[src/rtl/bluetooth_uart_tx.sv]
// 8N1 UART serializer for packed AT command frames from bluetooth_encoder.
// Sends bytes LSB first. An RX command stops at its CR; TX and error frames send every byte.
module bluetooth_uart_tx #(
    parameter int CLKS_PER_BIT          = 434,
    parameter int MAX_BYTES             = 18,
    parameter int SHORT_LEN             = 13,
    parameter int ASCII_CARRIAGE_RETURN = 13
) (
    input  logic         clk,
    input  logic         reset,
    input  logic [143:0] frame_data,
    input  logic         start,
    output logic         tx,
    output logic         busy,
    output logic         done,
    output logic [4:0]   byte_count
);
    localparam int             BW       = (CLKS_PER_BIT > 1) ? $clog2(CLKS_PER_BIT) : 1;
    localparam logic [BW-1:0]  BAUD_MAX = BW'(CLKS_PER_BIT - 1);

    typedef enum logic [1:0] {IDLE, START_BIT, DATA_BITS, STOP_BIT} state_t;

    state_t          r_state, w_state_n;
    logic [BW-1:0]   r_baud, w_baud_n;
    logic [2:0]      r_bit, w_bit_n;
    logic [4:0]      r_idx, w_idx_n;
    logic [4:0]      r_cnt, w_cnt_n;
    logic [17:0][7:0] r_frame;
    logic            r_tx, w_tx_n;
    logic            r_busy, w_busy_n;
    logic            r_done, w_done_n;
    logic            w_load;
    logic [7:0]      w_byte;
    logic            w_baud_end;
    logic            w_last;
    logic [2:0]      w_bit_inc;

    assign w_byte     = r_frame[r_idx];
    assign w_baud_end = (r_baud == BAUD_MAX);
    assign w_bit_inc  = r_bit + 3'd1;
    // Only the final slot, or a CR sitting exactly in the short-frame slot, ends a frame.
    assign w_last     = (r_idx == 5'(MAX_BYTES - 1)) ||
                        ((r_idx == 5'(SHORT_LEN - 1)) && (w_byte == 8'(ASCII_CARRIAGE_RETURN)));

    always_ff @(posedge clk or posedge reset) begin
        if (reset) begin
            r_state <= IDLE;
            r_baud  <= '0;
            r_bit   <= '0;
            r_idx   <= '0;
            r_cnt   <= '0;
            r_frame <= '0;
            r_tx    <= 1'b1;
            r_busy  <= 1'b0;
            r_done  <= 1'b0;
        end else begin
            r_state <= w_state_n;
            r_baud  <= w_baud_n;
            r_bit   <= w_bit_n;
            r_idx   <= w_idx_n;
            r_cnt   <= w_cnt_n;
            r_tx    <= w_tx_n;
            r_busy  <= w_busy_n;
            r_done  <= w_done_n;
            if (w_load) r_frame <= frame_data;
        end
    end

    // tx is registered alongside the state so the line never glitches between bits.
    always_comb begin
        w_state_n = r_state;
        w_baud_n  = r_baud;
        w_bit_n   = r_bit;
        w_idx_n   = r_idx;
        w_cnt_n   = r_cnt;
        w_tx_n    = r_tx;
        w_busy_n  = r_busy;
        w_done_n  = 1'b0;
        w_load    = 1'b0;
        case (r_state)
            IDLE: begin
                w_tx_n   = 1'b1;
                w_baud_n = '0;
                if (start) begin
                    w_load    = 1'b1;
                    w_idx_n   = '0;
                    w_cnt_n   = '0;
                    w_busy_n  = 1'b1;
                    w_tx_n    = 1'b0;
                    w_state_n = START_BIT;
                end
            end
            START_BIT: begin
                w_tx_n = 1'b0;
                if (w_baud_end) begin
                    w_baud_n  = '0;
                    w_bit_n   = '0;
                    w_tx_n    = w_byte[0];
                    w_state_n = DATA_BITS;
                end else begin
                    w_baud_n = r_baud + BW'(1);
                end
            end
            DATA_BITS: begin
                w_tx_n = w_byte[r_bit];
                if (w_baud_end) begin
                    w_baud_n = '0;
                    if (r_bit == 3'd7) begin
                        w_tx_n    = 1'b1;
                        w_state_n = STOP_BIT;
                    end else begin
                        w_bit_n = w_bit_inc;
                        w_tx_n  = w_byte[w_bit_inc];
                    end
                end else begin
                    w_baud_n = r_baud + BW'(1);
                end
            end
            STOP_BIT: begin
                w_tx_n = 1'b1;
                if (w_baud_end) begin
                    w_baud_n = '0;
                    w_cnt_n  = r_cnt + 5'd1;
                    if (w_last) begin
                        w_done_n  = 1'b1;
                        w_busy_n  = 1'b0;
                        w_state_n = IDLE;
                    end else begin
                        w_idx_n   = r_idx + 5'd1;
                        w_tx_n    = 1'b0;
                        w_state_n = START_BIT;
                    end
                end else begin
                    w_baud_n = r_baud + BW'(1);
                end
            end
            default: w_state_n = IDLE;
        endcase
    end

    assign tx         = r_tx;
    assign busy       = r_busy;
    assign done       = r_done;
    assign byte_count = r_cnt;
endmodule

[config.mk]
export PLATFORM = sky130hd
export DESIGN_NAME = bluetooth_uart_tx
export DESIGN_NICKNAME = d
export VERILOG_FILES = /design/src/rtl/bluetooth_uart_tx.sv
export SDC_FILE = /design/constraint.sdc
export NUM_CORES = 1
export LEC_CHECK = 0
export BUFFER_PORTS_ARGS = -buffer_cell sky130_fd_sc_hd__clkbuf_2
export CAP_MARGIN = 20
export CORE_UTILIZATION = 45
export DETAILED_ROUTE_END_ITERATION = 8
export GPL_ROUTABILITY_DRIVEN = 1
export PLACE_DENSITY = 0.78
export SKIP_CTS_REPAIR_TIMING = 1
export SLEW_MARGIN = 20
export SYNTH_ARGS = -nofsm -noshare
export SYNTH_HDL_FRONTEND = slang
export SYNTH_SLANG_ARGS = --single-unit
export TNS_END_PERCENT = 10
[constraint.sdc]
create_clock -name clk -period 7.1 [get_ports clk]
set_input_delay 0.355 -clock clk [delete_from_list [all_inputs] [get_ports clk]]
set_output_delay 0.355 -clock clk [all_outputs]
set_load 0.05 [all_outputs]
==> impl_metrics.env, run 1 <==
export IMPL_violations="design-rule violations"
export IMPL_post_dp_hpwl_um=13100
export IMPL_clockRootBuffer="clkbuf_16"
export IMPL_htree_levels=4
export IMPL_portBuffers=154
export IMPL_antenna_found_initial=0
export IMPL_ir_drop_uv=184
export IMPL_die_area_mm2=0.0193
export IMPL_grt_overflow=0
export IMPL_firstDrtPassIters=7
export IMPL_grt_usage=0.206
export IMPL_avgViaCountPerCell=5.55
export IMPL_regArea_mm2=0.00428
export IMPL_p_leak_nw=4.32
export IMPL_cap_violations=0
export IMPL_grt_pass1_wl_um=31000
export IMPL_p_seq_frac=0.440
export IMPL_cp_data_required_time_ps=7400
export IMPL_diodes=0
export IMPL_multi_input_area_mm2=0.00392
export IMPL_pwr_share_clk=0.235
export IMPL_synth_edff_count=0
export IMPL_die_width_um=139
export IMPL_final_antenna_net_count=0
export IMPL_die_height_um=139
export IMPL_r2r_setup_slack_ps=3920
export IMPL_cp_max_fo=78
export IMPL_r2r_start="r_state[0]"
export IMPL_syn_area_mm2=0.00843
export IMPL_drt_iter0_drc=361
export IMPL_fin_nets=949
export IMPL_drive_above_1_share=0.460
export IMPL_netlist_area_leader_share=0.505
export IMPL_yosysSeqAreaShare=0.508
export IMPL_design_core_area_mm2=0.0181
export IMPL_rows=49
export IMPL_tightest_slew_ps=1010
export IMPL_drc_errors=6
export IMPL_slew_headroom=0.329
export IMPL_grt_pass1_vias=5829
export IMPL_setup_violations=0
export IMPL_reg2reg_depth=5
export IMPL_hold_class="input pin to async pin"
export IMPL_syn_inst=646
export IMPL_power_frac_comb=0.325
export IMPL_period_needed_ps=3180
export IMPL_totalWireLength_um=18600
export IMPL_crit_type="register to register"
export IMPL_critPathLaunchType="register"
export IMPL_fin_skew_ps=11.7
export IMPL_synth_most_common_cell="dfrtp_1"
export IMPL_finalHoldViolations=0
export IMPL_cp_end_kind="register"
export IMPL_place_congestion=0.841
export IMPL_p_per_area_mw_per_mm2=383
export IMPL_clkLatencyLatePin_ps=430
export IMPL_worst_hold_slack_ps=94.5
export IMPL_final_max_slew_viol_count=0
export IMPL_crit_start="r_state[0]"
export IMPL_async_flop_share=1.00
export IMPL_p_sw_frac=0.307
export IMPL_cts_buffers=17
export IMPL_rsz0062_at_grt="false"
export IMPL_nFillCells=1505
export IMPL_syn_mean_instance_area_um2=13.0
export IMPL_synth_ff_type="dfrtp_1"
export IMPL_internal_power_mw=2.64
export IMPL_finalSetupTns_ps=0
export IMPL_critical_path_arrival_ps=3490
export IMPL_synth_area_leaders="dfrtp_1 50%, mux2_2 20%, mux2i_1 4.2%"
export IMPL_reg2reg_to="r_frame[129]"
export IMPL_numClockSinks=171
export IMPL_initial_core_util=0.464
export IMPL_syn_nets=806
export IMPL_fmax_mhz=314
export IMPL_switchingPower_mw=1.17
export IMPL_wire_per_inst_um=18.1
export IMPL_clkSlewWorstSetupHoldPaths_ps=70
export IMPL_ys_ff_latch=171
export IMPL_syn2layout_area_growth_pct=17.9
export IMPL_status="finished with violations"
export IMPL_num_vias=5718
export IMPL_clockBufferDepth=2
export IMPL_ys_warnings_count=0
export IMPL_fin_crit_sh=0.449
export IMPL_grt_max_degree=99
export IMPL_yosys_top_cells_count="170 x dfrtp_1, 152 x mux2_2, 38 x nand2_1"
export IMPL_ys_types=64
export IMPL_cts_tree="yes"
export IMPL_io_pin_count=155
export IMPL_yosysTopAreaCell="dfrtp_1"
per-stage QoR:
step                cells  utilization  setup WS, ps  area [um^2]  power, mW
floorplan             646            -          2110         8430       2.60
detailed placement    999        0.516          3950         9370       2.93
finish               1031        0.548          3920         9940       3.80
global placement      999        0.516          3980         9370       2.88
global route         1031        0.548          3720         9940       4.06
CTS                  1031        0.548          3920         9940       3.84
logic make-up after synthesis:
logic type | Yosys count | synth area share
adders and majority gates | 13 | 0.0193
DFF | 171 | 0.508
and+or+nand+nor | 112 | 0.0664
muxes | 208 | 0.303
buffers and inverters | 51 | 0.0276
xor gates and xnor gates | 9 | 0.00935
AOI/OAI and AO/OA | 82 | 0.0671
layer usage:
layer | vias up | wire (um) | global-route usage
met5 | - | 0 | 0
met4 | 0 | 282 | 0.0655
met3 | 21 | 833 | 0.0394
met2 | 148 | 9120 | 0.329
met1 | 2879 | 8400 | 0.286
li1 | 2670 | - | -
power by group through the flow:
stage	clock [mW]	sequential [mW]	combinational (mW)
after CTS	0.920	1.67	1.25
after detailed placement	0	1.69	1.24
after global routing	0.962	1.73	1.36
final	0.896	1.67	1.24
after global placement	0	1.66	1.21
after floorplan	0	1.62	0.986
worst max-delay path, cell delays in order, from the launching register on:
cell     delay, ps
dfrtp_1        430
inv_1          120
ha_1           320
and2_4         760
buf_4          870
mux2_2         420
worst max-delay path by stage:
stage	endpoint	depth (start not counted)
after floorplan	busy	1
after global placement	r_idx[3]	9
after detailed placement	r_frame[129]	5
after CTS	r_idx[3]	9
after global routing	r_idx[3]	9
final	r_frame[129]	5
cell usage in the layout, fill, tap and decap left out, types with 9 or more instances in the layout:
cell type and instances:
o21ai_0 16, ha_1 13, mux2_2 152, o22ai_1 9, clkbuf_16 17, dfrtp_1 168, mux4_2 14, inv_1 13
mux2i_1 35, nor2_1 28, nand2_1 38, clkbuf_2 154, a21oi_1 13
final cells by class:
cell class	count	share of cell area
inverters	15	0.00617
clock buffers	21	0.0463
multi-input cells	424	0.394
flip-flops and latches	171	0.431
clock inverters	11	0.0113
well taps	229	0.0288
repair buffers	160	0.0821
state kept, by name, summed over array words and instances, names as in the netlist:
name / count
r_idx: 5
r_baud: 9
r_bit: 3
done: 1
busy: 1
tx: 1
r_state: 2
byte_count: 5
r_frame: 144
No activity file was read; power rests on OpenSTA's default activity.
==> run 2, diff against run 1 <==
--- a/config.mk
+++ b/config.mk
@@ -10,7 +10,7 @@
 export CORE_UTILIZATION = 45
 export DETAILED_ROUTE_END_ITERATION = 8
 export GPL_ROUTABILITY_DRIVEN = 1
-export PLACE_DENSITY = 0.78
+export PLACE_DENSITY = 0.8
 export SKIP_CTS_REPAIR_TIMING = 1
 export SLEW_MARGIN = 20
 export SYNTH_ARGS = -nofsm -noshare
==> constraint.sdc (replaced) <==
create_clock -name clk -period 2.6 [get_ports clk]
set_input_delay 0.13 -clock clk [delete_from_list [all_inputs] [get_ports clk]]
set_output_delay 0.13 -clock clk [all_outputs]
set_load 0.05 [all_outputs]
==> impl_metrics.env, run 2 (synthesis gave the netlist of run 1 again) <==
export IMPL_num_vias=6674
export IMPL_drc_errors=4
export IMPL_slew_headroom=0.321
export IMPL_status="finished with violations"
export IMPL_p_per_area_mw_per_mm2=941
export IMPL_drt_iter0_drc=450
export IMPL_cp_max_fo=6
export IMPL_crit_type="register to register"
export IMPL_post_dp_hpwl_um=14300
export IMPL_drive_above_1_share=0.439
export IMPL_antenna_found_initial=1
export IMPL_violations="design-rule violations, negative hold slack, negative setup slack"
export IMPL_fin_nets=1128
export IMPL_cap_violations=0
export IMPL_reg_top3="r_frame (144), r_baud (9)"
export IMPL_fin_skew_ps=9.34
export IMPL_firstDrtPassIters=7
export IMPL_cts_tree="yes"
export IMPL_die_height_um=139
export IMPL_critPathLaunchType="register"
export IMPL_dp_cells=1029
export IMPL_finalHoldViolations=64
export IMPL_ir_drop_uv=555
export IMPL_clockRootBuffer="clkbuf_16"
export IMPL_clockBufferDepth=2
export IMPL_rows=49
export IMPL_r2r_setup_slack_ps=-30
export IMPL_period_needed_ps=2630
export IMPL_cp_data_required_time_ps=2960
export IMPL_grt_overflow=0
export IMPL_finalCoreUtilization=0.653
export IMPL_cts_buffers=17
export IMPL_portBuffers=154
export IMPL_design_core_area_mm2=0.0181
export IMPL_place_congestion=0.896
export IMPL_power_total_mw=11.1
export IMPL_p_leak_nw=5.14
export IMPL_final_cell_mix="168 x dfrtp_1, 154 x clkbuf_2, 152 x mux2_2"
export IMPL_critical_path_arrival_ps=2990
export IMPL_setup_slack_ps=-30.0
export IMPL_rsz0062_at_grt="true"
export IMPL_numClockSinks=171
export IMPL_die_width_um=139
export IMPL_grt_pass1_vias=6222
export IMPL_die_area_mm2=0.0193
export IMPL_final_max_slew_viol_count=0
export IMPL_regMostFlops="r_frame"
export IMPL_avgViaCountPerCell=5.51
export IMPL_initial_core_util=0.464
export IMPL_totalWireLength_um=23900
export IMPL_hold_class="input pin to async pin"
export IMPL_worst_hold_slack_ps=-120
export IMPL_tightest_slew_ps=1020
export IMPL_final_antenna_net_count=0
export IMPL_clkLatencyLatePin_ps=440
export IMPL_clkSlewWorstSetupHoldPaths_ps=70
export IMPL_cp_end_kind="register"
export IMPL_grt_max_degree=172
export IMPL_io_pin_count=155
export IMPL_grt_usage=0.216
export IMPL_setup_violations=4
export IMPL_fmax_mhz=380
export IMPL_largest_reg_flops=144
export IMPL_syn2layout_area_growth_pct=40.5
export IMPL_fin_crit_sh=1.01
export IMPL_place_ws_ps=-211
export IMPL_grt_pass1_wl_um=32500
export IMPL_fin_cells=1211
export IMPL_wire_per_inst_um=19.7
export IMPL_htree_levels=4
export IMPL_final_common_cell="dfrtp_1"
export IMPL_reg2reg_depth=9
## run 2: worst paths after layout
path | end | from
setup / recovery | tx | r_idx[1]
hold / removal | r_frame[31] | reset
setup reg to reg | tx | r_idx[1]
hold reg to reg | r_baud[0] | r_baud[0]
max in group asynchronous | r_idx[3] | reset
min in group clk | tx | start
## run 2: worst max-delay path, stage by stage, from the launching register on
cell and delay [ps]:
dfrtp_2 480, or4b_2 710, buf_4 190, o22a_1 150, o21ai_1 160, nor2_1 120
a2111oi_4 360, a311o_1 170, o22ai_1 80, o22ai_1 140
## run 2: power breakdown
group	leakage [nW]	internal [mW]	switching [mW]
sequential	2.06	3.90	0.790
combinational	2.80	2.25	1.69
clock	0.280	1.42	1.10
## run 2: per-stage QoR
stage	setup TNS (ps)	instance area (um^2)
final	-71.7	11800
after global routing	-927	11800
after detailed placement	-951	9650
after CTS	-1140	10200
after global placement	-457	9650
after floorplan	0	8430
## run 2: metal layers
metal  wire length, um  global-route usage
met5                 0                   0
met4               813              0.0877
met3              1080              0.0494
met2             12100               0.335
met1              9930               0.294
## run 2: area by class of cell
cell class              count  area (um^2)
clock inverters            14          148
fillers                  1278         6300
diodes                      1         2.50
clock buffers              18          429
flip-flops and latches    171         4280
well taps                 229          287
repair buffers            339         2600
inverters                  15         61.3
multi-input cells         424         4030
==> run 3, diff against run 2 <==
--- a/config.mk
+++ b/config.mk
@@ -7,10 +7,10 @@
 export LEC_CHECK = 0
 export BUFFER_PORTS_ARGS = -buffer_cell sky130_fd_sc_hd__clkbuf_2
 export CAP_MARGIN = 20
-export CORE_UTILIZATION = 45
+export CORE_UTILIZATION = 51
 export DETAILED_ROUTE_END_ITERATION = 8
 export GPL_ROUTABILITY_DRIVEN = 1
-export PLACE_DENSITY = 0.8
+export PLACE_DENSITY = 0.88
 export SKIP_CTS_REPAIR_TIMING = 1
 export SLEW_MARGIN = 20
 export SYNTH_ARGS = -nofsm -noshare
==> impl_metrics.env, run 3 (synthesis gave the netlist of run 1 again) <==
export IMPL_fin_skew_ps=15.5
export IMPL_holdPathStages=4
export IMPL_dp_cells=1019
export IMPL_syn2layout_area_growth_pct=41.4
export IMPL_firstDrtPassIters=6
export IMPL_post_dp_hpwl_um=14600
export IMPL_die_width_um=131
export IMPL_cp_max_fo=5
export IMPL_numClockSinks=171
export IMPL_p_per_area_mw_per_mm2=963
export IMPL_finalCoreUtilization=0.745
export IMPL_power_frac_comb=0.364
export IMPL_status="finished with violations"
export IMPL_setup_violations=8
export IMPL_violations="negative setup slack"
export IMPL_die_height_um=131
export IMPL_cts_tree="yes"
export IMPL_num_vias=7232
export IMPL_largest_reg_flops=144
export IMPL_grt_max_degree=71
export IMPL_final_cell_mix="167 x dfrtp_1, 154 x clkbuf_2, 152 x mux2_2"
export IMPL_clkSlewWorstSetupHoldPaths_ps=70
export IMPL_hold_end="tx"
export IMPL_final_antenna_net_count=0
export IMPL_regMostFlops="r_frame"
export IMPL_grt_pass1_vias=6241
export IMPL_place_area_mm2=0.00971
export IMPL_clkLatencyLatePin_ps=440
export IMPL_cts_buffers=17
export IMPL_final_max_slew_viol_count=0
export IMPL_p_sw_frac=0.347
export IMPL_cap_violations=0
export IMPL_drc_errors=0
export IMPL_cp_end_kind="register"
export IMPL_hp_start="start"
export IMPL_reg_top3="r_frame (144), r_baud (9)"
export IMPL_fmax_mhz=352
export IMPL_rsz0062_at_grt="true"
export IMPL_highest_layer="met4"
export IMPL_route_met2_wl_um=14300
export IMPL_place_congestion=0.938
export IMPL_wire_per_inst_um=22.9
export IMPL_fin_cells=1203
export IMPL_critical_path_arrival_ps=3210
export IMPL_critPathLaunchType="register"
export IMPL_r2r_setup_slack_ps=-240
export IMPL_clockBufferDepth=2
export IMPL_internal_power_mw=7.49
export IMPL_antenna_found_initial=1
export IMPL_avgViaCountPerCell=6.01
export IMPL_tightest_slew_ps=640
export IMPL_reg2reg_depth=9
export IMPL_hold_class="input pin to register"
export IMPL_rows=46
export IMPL_r2r_start="r_idx[0]"
export IMPL_grt_overflow=0
export IMPL_finalHoldViolations=0
export IMPL_nFillCells=925
export IMPL_ir_drop_uv=844
export IMPL_fin_nets=1133
export IMPL_fin_crit_sh=1.09
export IMPL_portBuffers=154
export IMPL_grt_pass1_wl_um=32000
export IMPL_die_area_mm2=0.0170
export IMPL_reg2reg_to="r_idx[0]"
export IMPL_slew_headroom=0.572
export IMPL_setup_slack_ps=-242
export IMPL_initial_core_util=0.527
export IMPL_period_needed_ps=2840
export IMPL_pwr_share_clk=0.218
export IMPL_crit_type="register to register"
export IMPL_final_common_cell="dfrtp_1"
export IMPL_drt_iter0_drc=744
export IMPL_cp_data_required_time_ps=2970
export IMPL_totalWireLength_um=27600
export IMPL_clockRootBuffer="clkbuf_16"
export IMPL_final_area_mm2=0.0119
export IMPL_design_core_area_mm2=0.0160
export IMPL_grt_usage=0.252
export IMPL_p_leak_nw=5.17
export IMPL_dr_wl_met3_um=2100
export IMPL_drive_above_1_share=0.433
export IMPL_p_seq_frac=0.418
export IMPL_wl_met1_um=9870
export IMPL_switchingPower_mw=3.99
export IMPL_htree_levels=4
export IMPL_io_pin_count=155
==> run 3: cell count changes in the layout (fill, tap and decap cells not counted), sizes merged <==
cell	delta
clkinvlp	+2
buf	+3
bufinv	-1
clkbuf	+1
dlygate4sd3	+1
inv	+5
clkinv	-6
==> run 3: layer usage <==
layer  GRT usage  up-vias
met5           0        -
met4       0.106        0
met3      0.0680      135
met2       0.401      474
met1       0.327     3588
li1            -     3035
==> run 3: cell type report <==
class                           instances  area [um^2]  share of cell area
Sequential cell                       171         4280               0.360
Multi-Input combinational cell        424         4010               0.336
Timing Repair Buffer                  344         2720               0.228
Clock buffer                           18          429              0.0360
Tap cell                              216          270              0.0227
Clock inverter                         14          134              0.0112
Inverter                               15         65.1             0.00546
Antenna cell                            1         2.50            0.000210
==> run 3: how the worst max path moves through the flow <==
stage          cells past startpoint  startpoint       end  slack, ps
4_1_cts                            9    r_idx[0]  r_idx[2]       -140
2_1_floorplan                      9    r_idx[0]        tx         70
5_1_grt                            9    r_idx[0]  r_idx[2]       -270
3_5_place_dp                       9    r_idx[0]  r_idx[2]       -140
3_3_place_gp                       9    r_idx[0]  r_idx[2]        -60
6_report                           9    r_idx[0]  r_idx[0]       -240
==> run 3: stage by stage <==
| stage | TNS, ps | power (mW) | hold slack [ps] | setup WS (ps) |
|---|---|---|---|---|
| after floorplan | 0 | 7.11 | 282 | 66.1 |
| after global placement | -82.8 | 7.99 | 156 | -60.3 |
| after detailed placement | -546 | 8.22 | 158 | -136 |
| after CTS | -696 | 10.7 | -301 | -138 |
| after global routing | -1450 | 11.9 | 30.1 | -274 |
| final | -1300 | 11.5 | 23.9 | -242 |
==> run 3: worst max-delay path, cell delays in order (launching register included) <==
cell,delay [ps]
dfrtp_2,470
buf_4,150
mux4_2,500
o22a_1,260
a211oi_2,310
nand2_1,130
nand4b_1,190
a21oi_2,110
nor3_1,380
mux2_2,270
==> run 3: power by group through the flow <==
stage / clock network, mW / logic, mW / registers (mW)
2_1_floorplan: 0 / 2.69 / 4.42
3_3_place_gp: 0 / 3.43 / 4.56
3_5_place_dp: 0 / 3.57 / 4.66
4_1_cts: 2.49 / 3.61 / 4.63
5_1_grt: 2.62 / 4.41 / 4.89
6_report: 2.51 / 4.17 / 4.80
